==> src/rtl/msa_switch_sequencer.sv <==
// msa_switch_sequencer
// Drives the quadrant-selector analog switches (_D1.._D14) through one
// angle-compare cycle: latch the read-counter angle, open the MSA ladder
// taps while the quadrant sign changes, close the selected tap to settle,
// then close the output gates to sample. Every _D output is active low
// (0 closes the switch) and comes straight from a register.
`timescale 1ns/1ps

module msa_switch_sequencer #(
   parameter int BBM_CYC    = 2,
   parameter int SETTLE_CYC = 8,
   parameter int SAMPLE_CYC = 4,
   parameter int CNT_W      = 8
) (
   input  logic        clk,
   input  logic        rst,
   input  logic        req,
   input  logic [15:0] angle,
   input  logic        mode,
   input  logic        abort,
   output logic        ack,
   output logic        busy,
   output logic        done,
   output logic        _D1,
   output logic        _D2,
   output logic        _D3,
   output logic        _D4,
   output logic        _D5,
   output logic        _D6,
   output logic        _D7,
   output logic        _D8,
   output logic        _D9,
   output logic        _D10,
   output logic        _D11,
   output logic        _D12,
   output logic        _D13,
   output logic        _D14
);

   // Sequencer states
   localparam logic [2:0] S_IDLE   = 3'd0;
   localparam logic [2:0] S_BREAK  = 3'd1;
   localparam logic [2:0] S_SETTLE = 3'd2;
   localparam logic [2:0] S_SAMPLE = 3'd3;
   localparam logic [2:0] S_DONE   = 3'd4;

   // Phase lengths as counter load values; a phase ends when the count is 1
   localparam logic [CNT_W-1:0] BBM_LD    = CNT_W'(BBM_CYC);
   localparam logic [CNT_W-1:0] SETTLE_LD = CNT_W'(SETTLE_CYC);
   localparam logic [CNT_W-1:0] SAMPLE_LD = CNT_W'(SAMPLE_CYC);
   localparam logic [CNT_W-1:0] CNT_ONE   = CNT_W'(1);

   logic [2:0]       state;
   logic [CNT_W-1:0] cnt;

   // What the ladder and sign switches currently hold; held_valid=0 means
   // "nothing held", which forces the next request through BREAK
   logic             held_valid;
   logic [1:0]       held_quad;
   logic [1:0]       held_tap;

   // Request fields captured at accept and used by the later phases
   logic [1:0]       lat_tap;
   logic             lat_mode;

   // Switch registers; tap_n[i] drives _D(i+1)
   logic [3:0]       tap_n;
   logic             sign_d5;
   logic             sign_d7;
   logic             gate_d9;
   logic             gate_d10;
   logic             gate_d12;
   logic             gate_d13;
   logic             fb_d11;
   logic             fb_d14;
   logic             spare_open;

   logic             ack_q;
   logic             busy_q;
   logic             done_q;

   // Decode of the incoming request, used only as register inputs
   logic [1:0]       req_quad;
   logic [1:0]       req_tap;
   logic             need_break;
   logic             cnt_last;
   logic             unused_angle_bits;

   // Only one tap of the ladder is ever closed: the addressed one
   function automatic logic [3:0] tap_mask(input logic [1:0] k);
      logic [3:0] m;
      m    = 4'hF;
      m[k] = 1'b0;
      return m;
   endfunction

   // Request decode and "does the ladder need to be re-broken" compare
   always_comb begin
      req_quad   = angle[15:14];
      req_tap    = angle[13:12];
      need_break = !held_valid || (req_quad != held_quad) || (req_tap != held_tap);
      cnt_last   = (cnt == CNT_ONE);
   end

   assign unused_angle_bits = ^angle[11:0];

   // Phase sequencing and all switch registers; abort beats everything
   always_ff @(posedge clk or posedge rst) begin
      if (rst) begin
         state      <= S_IDLE;
         cnt        <= '0;
         held_valid <= 1'b0;
         held_quad  <= 2'b00;
         held_tap   <= 2'b00;
         lat_tap    <= 2'b00;
         lat_mode   <= 1'b0;
         tap_n      <= 4'hF;
         sign_d5    <= 1'b1;
         sign_d7    <= 1'b1;
         gate_d9    <= 1'b1;
         gate_d10   <= 1'b1;
         gate_d12   <= 1'b1;
         gate_d13   <= 1'b1;
         fb_d11     <= 1'b1;
         fb_d14     <= 1'b0;
         spare_open <= 1'b1;
         ack_q      <= 1'b0;
         busy_q     <= 1'b0;
         done_q     <= 1'b0;
      end else begin
         ack_q      <= 1'b0;
         done_q     <= 1'b0;
         spare_open <= 1'b1;
         if (abort && (state != S_IDLE)) begin
            state      <= S_IDLE;
            cnt        <= '0;
            busy_q     <= 1'b0;
            held_valid <= 1'b0;
            held_quad  <= 2'b00;
            held_tap   <= 2'b00;
            tap_n      <= 4'hF;
            sign_d5    <= 1'b1;
            sign_d7    <= 1'b1;
            gate_d9    <= 1'b1;
            gate_d10   <= 1'b1;
            gate_d12   <= 1'b1;
            gate_d13   <= 1'b1;
            fb_d11     <= 1'b1;
            fb_d14     <= 1'b0;
         end else begin
            case (state)
               S_IDLE: begin
                  if (req && !abort) begin
                     ack_q      <= 1'b1;
                     busy_q     <= 1'b1;
                     lat_tap    <= req_tap;
                     lat_mode   <= mode;
                     held_valid <= 1'b1;
                     held_quad  <= req_quad;
                     held_tap   <= req_tap;
                     if (need_break) begin
                        // Open every tap and apply the new sign while open
                        state   <= S_BREAK;
                        cnt     <= BBM_LD;
                        tap_n   <= 4'hF;
                        sign_d5 <= req_quad[1];
                        sign_d7 <= req_quad[1] ^ req_quad[0];
                     end else begin
                        // Ladder already loaded with this tap and sign
                        state  <= S_SETTLE;
                        cnt    <= SETTLE_LD;
                        tap_n  <= tap_mask(req_tap);
                        fb_d11 <= mode;
                        fb_d14 <= ~mode;
                     end
                  end
               end
               S_BREAK: begin
                  if (cnt_last) begin
                     state  <= S_SETTLE;
                     cnt    <= SETTLE_LD;
                     tap_n  <= tap_mask(lat_tap);
                     fb_d11 <= lat_mode;
                     fb_d14 <= ~lat_mode;
                  end else begin
                     cnt <= cnt - CNT_ONE;
                  end
               end
               S_SETTLE: begin
                  if (cnt_last) begin
                     state <= S_SAMPLE;
                     cnt   <= SAMPLE_LD;
                     if (lat_mode) begin
                        gate_d10 <= 1'b0;
                        gate_d13 <= 1'b0;
                     end else begin
                        gate_d9  <= 1'b0;
                        gate_d12 <= 1'b0;
                     end
                  end else begin
                     cnt <= cnt - CNT_ONE;
                  end
               end
               S_SAMPLE: begin
                  if (cnt_last) begin
                     state    <= S_DONE;
                     cnt      <= '0;
                     done_q   <= 1'b1;
                     gate_d9  <= 1'b1;
                     gate_d10 <= 1'b1;
                     gate_d12 <= 1'b1;
                     gate_d13 <= 1'b1;
                     fb_d11   <= 1'b1;
                     fb_d14   <= 1'b0;
                  end else begin
                     cnt <= cnt - CNT_ONE;
                  end
               end
               S_DONE: begin
                  state  <= S_IDLE;
                  busy_q <= 1'b0;
               end
               default: begin
                  state  <= S_IDLE;
                  busy_q <= 1'b0;
               end
            endcase
         end
      end
   end

   assign ack  = ack_q;
   assign busy = busy_q;
   assign done = done_q;
   assign _D1  = tap_n[0];
   assign _D2  = tap_n[1];
   assign _D3  = tap_n[2];
   assign _D4  = tap_n[3];
   assign _D5  = sign_d5;
   assign _D6  = spare_open;
   assign _D7  = sign_d7;
   assign _D8  = spare_open;
   assign _D9  = gate_d9;
   assign _D10 = gate_d10;
   assign _D11 = fb_d11;
   assign _D12 = gate_d12;
   assign _D13 = gate_d13;
   assign _D14 = fb_d14;

endmodule
==> config.mk <==
export PLATFORM = sky130hd
export DESIGN_NAME = msa_switch_sequencer
export DESIGN_NICKNAME = d
export VERILOG_FILES = /design/src/rtl/msa_switch_sequencer.sv
export SDC_FILE = /design/constraint.sdc
export NUM_CORES = 1
export LEC_CHECK = 0
export CORE_MARGIN = 2
export CORE_UTILIZATION = 51
export DETAILED_ROUTE_END_ITERATION = 7
export PLACE_DENSITY = 0.78
export SLEW_MARGIN = 20
export SYNTH_ARGS = -nofsm -noshare
export SYNTH_HDL_FRONTEND = slang
export SYNTH_SLANG_ARGS = --single-unit
==> constraint.sdc <==
create_clock -name clk -period 2.8 [get_ports clk]
set_clock_uncertainty 0.2 [all_clocks]
set_input_delay 0.42 -clock clk [delete_from_list [all_inputs] [get_ports clk]]
set_output_delay 0.42 -clock clk [all_outputs]
set_load 0.02 [all_outputs]
## Word-level counts from Yosys, hierarchy flattened

Index checks and enable logic that the tools add are counted.

| word-level totals | value |
|---|---|
| bits in registers | 32 |
| input bits | 21 |
| output and inout bits | 17 |
| logic and storage cells | 138 |

| cells by class | value |
|---|---|
| add/sub/neg operators | 1 |
| order comparisons | 4 |
| equal/unequal tests | 14 |
| muxes and demuxes | 68 |
| bitwise operators | 6 |
| reductions and logical operators | 28 |

Operator list:

| operator | count |
|---|---|
| 8-bit two-way mux | 5 |
| 1-bit two-way mux | 36 |
| 8-bit case mux with 4 select lines | 1 |
| 3-bit inequality test (second input constant) | 7 |
| 4-bit two-way mux | 5 |
| 3-bit two-way mux | 5 |
| 2-bit two-way mux | 7 |
| 3-bit case mux with 4 select lines | 1 |
| 4-bit AND reduction | 3 |
| 3-bit AND reduction | 3 |
| 3-bit nonzero test | 3 |
| 8-bit by 1-bit == test with 1-bit output (second input constant) | 1 |
| 4-bit NOT | 2 |
| 4-bit case mux with 2 select lines | 1 |
| 8-bit by 1-bit subtractor with 8-bit output (second input constant) | 1 |
| 3-bit by 2-bit == test with 1-bit output (second input constant) | 2 |
| 2-bit by 3-bit less-than comparator with 1-bit output (second input constant) | 2 |
| 1-bit case mux with 2 select lines | 3 |
| 1-bit case mux with 3 select lines | 2 |
| 2-bit AND reduction | 3 |
| 2-bit nonzero test | 3 |
| 5-bit AND reduction | 1 |
| 5-bit nonzero test | 1 |
| 1-bit demux with 2-bit select | 2 |
| 12 further kinds | 21 |

## Longest topological paths before layout

| depth | value |
|---|---|
| word-level depth | 9 |
| depth in mapped cells | 7 |

## Worst setup path before layout

No wires, ideal clock.

| timing path | value |
|---|---|
| path type | register to register |
| start point | reg cnt[1] |
| end point | reg tap_n[2] |
| data arrival time | 1,681 ps |
| slack | 817 ps |
| stages on the path, launching flop included | 8 |
| period minus slack after synthesis | 1,983 ps |
| cells stage by stage | dfrtp_1 inv_1 ha_1 or4b_4 nor2b_1 nand2_1 o21ai_0 a41oi_1 |

| between the ends | value |
|---|---|
| word-level cells in the longest chain between the ends | 3 |

Ends and longest elaborated chain:

| element | RTL line | text |
|---|---|---|
| from (decl) | 54 | `logic [CNT_W-1:0] cnt;` |
| from (signal assigned) | 186 | `cnt <= cnt - CNT_ONE;` |
| from (signal assigned) | 201 | `cnt <= cnt - CNT_ONE;` |
| from (signal assigned) | 216 | `cnt <= cnt - CNT_ONE;` |
| 8-bit by 1-bit == test with 1-bit output | 102 | `cnt_last = (cnt == CNT_ONE);` |
| 3-bit inequality test (no line) | -- |  |
| 3-bit AND reduction (no line) | -- |  |
| to (signal assigned) | 172 | `tap_n <= tap_mask(req_tap);` |
| to (signal assigned) | 182 | `tap_n <= tap_mask(lat_tap);` |
| to (decl) | 67 | `logic [3:0] tap_n;` |

Every way passes these cells.
A chain may end at the register's enable or synchronous reset.

## Final worst setup path

| timing path | value |
|---|---|
| start point | in abort |
| end point | reg cnt[7] |

| between the ends | value |
|---|---|
| word-level cells in the longest chain between the ends | 4 |

Ends and longest elaborated chain:

| element | RTL line | text |
|---|---|---|
| from (decl) | 20 | `input logic abort,` |
| 1-bit logical NOT | 153 | `if (req && !abort) begin` |
| 1-bit logical AND | 153 |  |
| 3-bit inequality test (no line) | -- |  |
| 2-bit AND reduction (no line) | -- |  |

Parallel ways exist; a longest one is shown, timed or not.

==> summary.md <==
| Metric | Value |
|---|---|
| Post-route DRC | `0` |
| Vias per std cell | `5.90` |
| Crit path max fanout | `9` |
| Synthesized flop and latch total | `32` |
| Nature of the critical path startpoint | `primary input` |
| Number of hold buffers added after cts | `0` |
| Placement Cell Area | `0.00209 mm²` |
| Pin count of the biggest net entering global routing | `33` |
| Clock Tree Root | `clkbuf_4` |
| Total Power | `between 1500 and 2000 µW` |
| CTS tree | `done` |
| First-pass GRT wire length | `7400 µm` |
| Maximum vdd drop | `0.399 mV` |
| Port bufs | `23` |
| Cts repair resizes | `0` |
| Fillers | `293` |
| Leakage power | `0.000904 µW` |
| Slew HR | `0.607` |
| # nets final | `244` |
| Vias | `1582` |
| DP HPWL | `between 2000 and 3000 µm` |
| Vias in the first global route | `around 1600` |
| DR pass1 iterations | `5` |
| Initial DRC Count | `95` |
| Xor and xnor fraction of the mapped netlist area | `0.0291` |
| Gpl congestion | `0.925` |
| Crit path DAT | `2.37 ns` |
| Final setup vio count | `0` |
| Design area | `0.00215 mm²` |
| Synth Area in Adders | `0.0138` |
| Cell variety after synth | `50` |
| Initial antenna violation count | `0` |
| Asr flop ratio synth | `1.00` |
| Final Util | `0.638` |
| Post-synthesis sequential area ratio | `0.449` |
| Max Slew Vio Count | `0` |
| I/O pins | `38` |
| # clock sinks | `32` |
| Hold Vio Cnt, Final | `0` |
| Chip width | `about 64 µm` |
| Synthesized area per cell | `9.32 µm²` |
| Post-synthesis compound-gate area fraction | `0.216` |
| Layout cells sized above 1 | `0.153` |
| Routed Antenna Nets | `0` |
| # H-tree levels | `2` |
| Mux cell area share after synthesis | `0.0242` |
| Number of diodes | `0` |
| Yosys Warn Count | `0` |
| MaxCap Viol Count | `0` |
| Tmin final | `2.31 ns` |
| Gr usage total | `0.236` |
| Die area | `0.00404 mm²` |
| Status | `completed` |
| RSZ-0062 raised after global routing | `false` |
| F_max | `0.434 GHz` |
| Routed len/inst | `around 15 µm` |
| PD cells | `between 900 and 1000 mW/mm²` |
| Tightest Hold Check Type | `in2async` |
| Final global-route overflow total | `0` |
| Total wire length | `4120 µm` |
| Starting density of the core | `0.538` |
| Worst-Margin Slew | `roughly 0.6 ns` |
| Setup Crit Path Kind | `in2reg` |
| Area Growth Syn to Fin | `18.8%` |
| Main synth FF type | `dfrtp_1` |
| Post-CTS Setup Inserts | `0` |
| Clock buffer depth | `2` |
| Count of flip-flops with a built-in enable after synthesis | `0` |
| Crit. End Element | `register` |
| Period utilization | `0.823` |
| Placement Rows | `21` |
| Total CTS buffers | `5` |
| Post-Synthesis Cell Area | `0.00181 mm²` |
| Fin Setup TNS | `0 ns` |
| Clock transition at the registers of the reported paths | `0.10 ns` |
| Floorplan core area | `0.00336 mm²` |
| Worst-Skew Late Latency | `0.34 ns` |
| Die Ht | `63.5 µm` |
| Post-Syn Instances | `194` |
| WP data required | `2.86 ns` |
| Post-synthesis simple-gate area fraction | `0.216` |
| Largest family of logic cells by synthesized area | `compound AO/OA/AOI/OAI gates` |
==> per-stage QoR <==
stage	setup slack, ns	hold slack (ns)	cells
6_report	0.495	0.247	268
4_1_cts	0.501	0.262	268
2_1_floorplan	0.817	0.247	195
5_1_grt	0.331	0.297	268
3_3_place_gp	0.199	0.270	260
3_5_place_dp	0.181	0.271	260
==> registers in the layout, summed over array words and instances, names as in the netlist, 2 cells and up <==
register,count
held_tap,2
lat_tap,2
cnt,8
tap_n,4
state,3
held_quad,2
==> power breakdown <==
group | internal (µW) | switching (µW)
logic | 404 | 474
clock network | 124 | 152
registers | 646 | 157
==> synth_stat cells, types with 2 or more instances <==
master,number,share of area
dfrtp_1,23,0.32
nor2_1,23,0.048
nand2_1,14,0.029
o21ai_0,13,0.036
a21oi_1,9,0.025
dfstp_2,9,0.13
inv_1,8,0.017
nand2b_1,8,0.028
nand3_1,6,0.017
nor3_1,6,0.017
a31oi_1,5,0.017
a22o_1,4,0.019
buf_4,4,0.017
o31ai_1,4,0.017
buf_2,3,0.0083
clkbuf_1,3,0.0062
mux2_2,3,0.019
nand4b_1,3,0.015
nor2b_1,3,0.010
xnor2_1,3,0.015
xor2_1,3,0.015
a211oi_1,2,0.0083
a41oi_1,2,0.0097
and2_1,2,0.0069
ha_1,2,0.014
o21ai_1,2,0.0055
o32a_1,2,0.011
o41ai_1,2,0.0097
or3_1,2,0.0069
==> worst max-delay path, stage by stage <==
cell and delay, ns:
clkdlybuf4s50_1 0.64, nand2b_1 0.24, a21boi_2 0.30, nand3_1 0.18
or4_1 0.43, a21oi_1 0.15
==> placed cells by master, fill, tap and decap left out, drive strengths merged, types with 3 or more instances in the layout <==
cell type	instances
nor2	23
dfrtp	23
clkdlybuf4s50	23
o21ai	15
nand2	14
a21oi	9
dfstp	9
inv	9
nand2b	9
clkbuf	8
nor3	7
nand3	6
buf	6
a31oi	5
a22o	4
o31ai	4
nor2b	3
xnor2	3
mux2	3
xor2	3
nand4b	3
==> final timing paths <==
kind | from | to | slack, ns | depth (start not counted)
max | abort | cnt[7]$_DFFE_PP0P_ | 0.49 | 6
min | rst | busy$_DFFE_PP0P_ | 0.25 | 3
max reg2reg | cnt[1]$_DFFE_PP0P_ | tap_n[3]$_DFFE_PP1P_ | 0.49 | 7
min reg2reg | held_valid$_DFFE_PP0P_ | held_valid$_DFFE_PP0P_ | 0.30 | 2
max in group asynchronous | rst | _D13$_DFFE_PP1P_ | 1.81 | 3
min in group clk | held_valid$_DFFE_PP0P_ | held_valid$_DFFE_PP0P_ | 0.30 | 2
==> metal layers <==
metal / GRT usage / wire, µm
met5: 0 / 0
met4: 0.0924 / 75
met3: 0.0679 / 232
met1: 0.303 / 1810
met2: 0.376 / 2000
==> final cells by class <==
type | count | area (µm²) | area share
Sequential cell | 32 | 812 | 0.378
Inverter | 9 | 33.8 | 0.0157
Multi-Input combinational cell | 144 | 910 | 0.424
Timing Repair Buffer | 29 | 275 | 0.128
Clock buffer | 8 | 58.8 | 0.0274
Tap cell | 46 | 57.6 | 0.0268
==> cell families (layout without fill, tap and decap cells) <==
logic type	Yosys count	after routing
compound gates	55	55
xor+xnor	6	6
fa+ha+maj	2	2
buf+inv	19	46
flops	32	32
mux	4	4
other cells	1	2
simple gates	75	75
Note: power is estimated with default switching activity, not from simulation.
